**config.mk**
```make
export PLATFORM = sky130hd
export DESIGN_NAME = placement_readout
export DESIGN_NICKNAME = d
export VERILOG_FILES = /design/src/rtl/placement_readout.sv
export SDC_FILE = /design/constraint.sdc
export NUM_CORES = 1
export LEC_CHECK = 0
export BUFFER_PORTS_ARGS = -buffer_cell sky130_fd_sc_hd__buf_2
export CAP_MARGIN = 20
export CORE_MARGIN = 4
export CORE_UTILIZATION = 50
export CTS_CLUSTER_DIAMETER = 100
export CTS_CLUSTER_SIZE = 24
export DETAILED_ROUTE_END_ITERATION = 12
export HOLD_SLACK_MARGIN = 0.06
export PLACE_DENSITY = 0.77
export SLEW_MARGIN = 25
export SYNTH_ARGS = -nofsm -noshare
export SYNTH_HDL_FRONTEND = slang
export SYNTH_SLANG_ARGS = --single-unit
export TNS_END_PERCENT = 50
```
**constraint.sdc**
```tcl
create_clock -name i_clk -period 2 [get_ports i_clk]
set_input_delay 0.1 -clock i_clk [delete_from_list [all_inputs] [get_ports i_clk]]
set_output_delay 0.1 -clock i_clk [all_outputs]
set_load 0.02 [all_outputs]
```
**src/rtl/placement_readout.sv**
```systemverilog
// rtl/placement_readout.sv - streams the final (x,y) placement out of the position RAM
// Walks node indices 0..n_node-1 through the shared RAM read port and flags off-grid coordinates.
module placement_readout #(
   parameter int GRID_SIZE          = 4,
   parameter int MEM_POSITION_DEPTH = 7,
   parameter int MEM_POSITION_WIDTH = 5
) (
   input  logic                            i_clk,
   input  logic                            i_rst,
   input  logic                            i_start,
   input  logic [MEM_POSITION_DEPTH-1:0]   i_n_node,
   output logic                            o_rd_en_mem_position,
   output logic [MEM_POSITION_DEPTH-1:0]   o_addr_mem_position,
   input  logic [2*MEM_POSITION_WIDTH-1:0] i_rd_mem_position_data,
   output logic                            o_out_valid,
   input  logic                            i_out_ready,
   output logic [MEM_POSITION_DEPTH-1:0]   o_out_node,
   output logic [MEM_POSITION_WIDTH-1:0]   o_out_x,
   output logic [MEM_POSITION_WIDTH-1:0]   o_out_y,
   output logic                            o_out_last,
   output logic                            o_busy,
   output logic                            o_done,
   output logic                            o_coord_err
);

   localparam logic [MEM_POSITION_WIDTH-1:0] L_GRID = MEM_POSITION_WIDTH'(GRID_SIZE);
   localparam logic [MEM_POSITION_DEPTH-1:0] L_ONE  = MEM_POSITION_DEPTH'(1);

   typedef enum logic [2:0] {
      S_IDLE    = 3'd0,
      S_ISSUE   = 3'd1,
      S_CAPTURE = 3'd2,
      S_PRESENT = 3'd3,
      S_FINISH  = 3'd4
   } state_t;

   state_t                          r_state;
   state_t                          w_state_nxt;
   logic [MEM_POSITION_DEPTH-1:0]   r_idx;
   logic [MEM_POSITION_DEPTH-1:0]   r_count;
   logic [MEM_POSITION_DEPTH-1:0]   r_out_node;
   logic [MEM_POSITION_WIDTH-1:0]   r_out_x;
   logic [MEM_POSITION_WIDTH-1:0]   r_out_y;
   logic                            r_out_last;
   logic                            r_coord_err;
   logic [MEM_POSITION_WIDTH-1:0]   w_x;
   logic [MEM_POSITION_WIDTH-1:0]   w_y;
   logic                            w_off_grid;

   assign w_x        = i_rd_mem_position_data[2*MEM_POSITION_WIDTH-1:MEM_POSITION_WIDTH];
   assign w_y        = i_rd_mem_position_data[MEM_POSITION_WIDTH-1:0];
   assign w_off_grid = (w_x >= L_GRID) || (w_y >= L_GRID);

   always_comb begin
      w_state_nxt = r_state;
      case (r_state)
         S_IDLE:    if (i_start) w_state_nxt = (i_n_node == '0) ? S_FINISH : S_ISSUE;
         S_ISSUE:   w_state_nxt = S_CAPTURE;
         S_CAPTURE: w_state_nxt = S_PRESENT;
         S_PRESENT: if (i_out_ready) w_state_nxt = r_out_last ? S_FINISH : S_ISSUE;
         S_FINISH:  w_state_nxt = S_IDLE;
         default:   w_state_nxt = S_IDLE;
      endcase
   end

   always_ff @(posedge i_clk or posedge i_rst) begin
      if (i_rst) begin
         r_state     <= S_IDLE;
         r_idx       <= '0;
         r_count     <= '0;
         r_out_node  <= '0;
         r_out_x     <= '0;
         r_out_y     <= '0;
         r_out_last  <= 1'b0;
         r_coord_err <= 1'b0;
      end else begin
         r_state <= w_state_nxt;
         case (r_state)
            S_IDLE: begin
               if (i_start && (i_n_node != '0)) begin
                  r_count     <= i_n_node;
                  r_idx       <= '0;
                  r_coord_err <= 1'b0;
               end
            end
            S_CAPTURE: begin
               r_out_x    <= w_x;
               r_out_y    <= w_y;
               r_out_node <= r_idx;
               r_out_last <= (r_idx == (r_count - L_ONE));
               if (w_off_grid) r_coord_err <= 1'b1;
            end
            // idx only moves on entry to ISSUE, so the address holds between reads
            S_PRESENT: begin
               if (i_out_ready && !r_out_last) r_idx <= r_idx + L_ONE;
            end
            default: ;
         endcase
      end
   end

   assign o_rd_en_mem_position = (r_state == S_ISSUE);
   assign o_addr_mem_position  = r_idx;
   assign o_out_valid          = (r_state == S_PRESENT);
   assign o_out_node           = r_out_node;
   assign o_out_x              = r_out_x;
   assign o_out_y              = r_out_y;
   assign o_out_last           = r_out_last;
   assign o_busy               = (r_state != S_IDLE);
   assign o_done               = (r_state == S_FINISH);
   assign o_coord_err          = r_coord_err;

endmodule

```
==> results.toml <==
[outcome]
outcome = "finished clean"

[finish]
nets = 248
syn_to_final_growth_pct = 29.0
num_antenna_cells = 0
n_fill_cell = 255
instances_no_fill = 271
drive_gt1_share_pct = 42.7

[sta]
tightestPinTransition_ns = 0.448
drv_slew = 0
finalHoldViolations = 0
finalSetupViolCount = 0
tns_ns = 0
rsz0062_at_grt = "no"
min_period_over_period_pct = 91.6
clock_skew_ns = 0.00370
relSlewSlack_pct = 70.1
max_freq_mhz = 546
period_minus_slack_ns = 1.83

[placement]
portBuffers = 50
hpwl_um = 3040
placed_cells = 249
place_congestion = 0.848

[setup_path]
startpoint = "i_n_node[0]"
crit_path_top_delay_cell = "dlygate4sd3_1"
cp-end-kind = "flop"
required_ns = 2.17
r2r-end = "o_addr_mem_position[6]"
crit_chain = "dlygate4sd3_1, buf_2, or3_2, o21ai_2, or2_4, mux2_4"
cp-start-kind = "primary input"
critPathMaxFanout = 8
reg2regPathDepth = 5
slowest_delay_ns = 0.53
r2r_setup_slack_ns = 0.21
r2r-start = "r_state[1]"
path_class = "primary input to flop"
crit_arrival_ns = 2.01

[power]
irDropWorstVdd_v = 0.00113
p_int_mw = 2.16
swShare_pct = 41.2
comb_power_share_pct = 51.5
clkPwrFrac_pct = 13.0
seqPwrFrac_pct = 35.4
power.density_nw_per_um2 = 1540
p_leak_nw = 1.15
p_switching_mw = 1.51

[synth]
yosys_most_used_dff = "dfrtp_1"
synth.mux.area_fraction_pct = 17.6
synth_cell_types = 46
yosysWarningCount = 0
avgSynthCellArea_um2 = 12.0
ys_ff_latch = 36
synth_top_family_by_area = "multiplexers"
synth_area_um2 = 1850
yosysSeqAreaShare_pct = 48.6
syn_inst = 154
syn_nets = 177
synth_edf_count = 0
synth-adder-area-share_pct = 1.35
synthXorXnorAreaFrac_pct = 5.20
async_flop_share_pct = 100
yosys.area_share.simple_pct = 12.8
synth_compound_area_share_pct = 10.2

[die]
coreArea_um2 = 3440
die_w_um = 68.9
initial_core_util_pct = 53.8
die_h_um = 68.9
io_pins = 51
dieArea_um2 = 4740
num_rows = 21

[route]
first_pass_iters = 4
drtIter0Drc = 113
avgRoutedWirePerCell_um = 16.4
wl_um = 4440
antenna_left = 0
vias = 1486
via_per_inst = 5.48
drc = 0

[clocking]
insertion_delay_ns = 0.29
cts_tree = "yes"
cts_buffer_depth = 2
post_cts_buffers = 0
numCtsBuffers = 5
root_buffer = "clkbuf_8"
htree_levels = 2
clock_sinks = 36
clkTransAtPathRegs_ns = 0.07

[grt]
antenna_found_initial = 0
grt_max_degree = 37
grt_first_pass_wirelength_um = 7050
grtUsageTotal_pct = 20.8
grt_pass1_vias = 1460
grt_overflow = 0

[worst_hold_path]
hold_path_class = "primary input to flop"
min_to = "r_count[2]"
whs_path_depth = 2
min_from = "i_n_node[2]"

[flow_run]
cap_viol_max_count = 0
==> flip-flops by register name (all words and copies together), names as in the netlist <==
name and cells:
o_addr_mem_position 7, o_out_node 7, r_count 7, o_out_x 5, o_out_y 5, r_state 3, o_coord_err 1, o_out_last 1
==> Yosys cell counts (2+ instances only) <==
library cell   n  area, µm²
nor2_1         6       22.5
mux2i_1        3       30.0
ha_1           2       25.0
dfrtp_1       36        901
buf_2          3       15.0
mux2_2        17        191
nand3b_1       2       15.0
or3_4          2       22.5
xor2_1         6       52.6
nor3b_1        3       22.5
nand3_1        3       15.0
nand2_1        6       22.5
nand4_1        3       18.8
xnor2_1        5       43.8
o22ai_1        4       25.0
a211o_1        2       17.5
a211oi_1       3       22.5
inv_1          9       33.8
nor3_1         5       25.0
nor4_1         2       12.5
mux2_4         7        105
==> area by class of cell <==
class | count | area (µm²) | share of cell area [%]
clock buffer | 6 | 72.6 | 3.04
clock inverter | 1 | 5.00 | 0.210
inverter | 9 | 33.8 | 1.41
multi-input combinational | 103 | 881 | 36.9
sequential | 36 | 901 | 37.7
tap | 46 | 57.6 | 2.41
timing repair buffer | 70 | 438 | 18.3
==> kinds of logic after synthesis <==
kind of cell / count (synthesis)
AO/OA/AOI/OAI: 23
XOR/XNOR: 11
multiplexers: 27
flip-flops: 36
buffers and inverters: 15
adder cells (fa/ha/maj): 2
AND/OR/NAND/NOR: 40
==> cell usage in the layout (no fill, tap or decap), types with 3 or more instances in the layout <==
master / instances
nor2_1: 6
clkbuf_8: 5
nand3_1: 3
mux2i_1: 3
mux2_2: 17
inv_1: 9
xor2_1: 6
buf_4: 5
buf_2: 50
dlygate4sd3_1: 15
a211oi_1: 3
mux2_4: 7
nand4_1: 3
dfrtp_1: 36
xnor2_1: 5
nand2_1: 6
nor3_1: 5
o22ai_1: 4
==> routing by layer <==
layer  global-route usage (%)  wire (µm)
met1                     26.7       1820
met4                     9.00         93
met5                        0          0
met3                     6.32        325
met2                     32.5       2200
==> worst max path at each step <==
stage	to	slack, ns	depth (start not counted)
final	r_count[5]	0.17	6
after global routing	o_addr_mem_position[4]	0.12	5
after CTS	r_count[2]	0.007	6
after detailed placement	r_count[2]	0.14	5
after global placement	r_count[5]	0.19	4
after floorplan	o_addr_mem_position[6]	0.27	5
==> stage by stage <==
step | power, mW | area (µm²) | hold slack, ns | util (%) | setup slack, ns
2_1_floorplan | 2.64 | 1850 | 0.211 | - | 0.266
3_3_place_gp | 3.07 | 2160 | 0.209 | 62.7 | 0.192
3_5_place_dp | 3.15 | 2160 | 0.225 | 62.7 | 0.138
4_1_cts | 3.67 | 2390 | 0.0617 | 69.3 | 0.00737
5_1_grt | 3.92 | 2390 | 0.0657 | 69.4 | 0.121
6_report | 3.67 | 2390 | 0.0689 | 69.4 | 0.167
==> power by group through the flow <==
stage / sequential (mW) / combinational (mW) / clock, mW
2_1_floorplan: 1.46 / 1.18 / 0
3_3_place_gp: 1.28 / 1.80 / 0
3_5_place_dp: 1.30 / 1.85 / 0
4_1_cts: 1.29 / 1.88 / 0.496
5_1_grt: 1.34 / 2.05 / 0.525
6_report: 1.30 / 1.89 / 0.478
==> what timing repair did <==
action,4_1_cts,5_1_grt
gates resized for setup,0,1
setup endpoints to repair,0,7
endpoints found under the hold margin,50,0
hold buffers,15,0
==> critical path, delay by kind of cell <==
family          cells  cell delay [ns]
simple gates        2             0.73
compound gates      1             0.19
mux                 1             0.32
buf+inv             2             0.66
(Power assumes the default switching activity.)
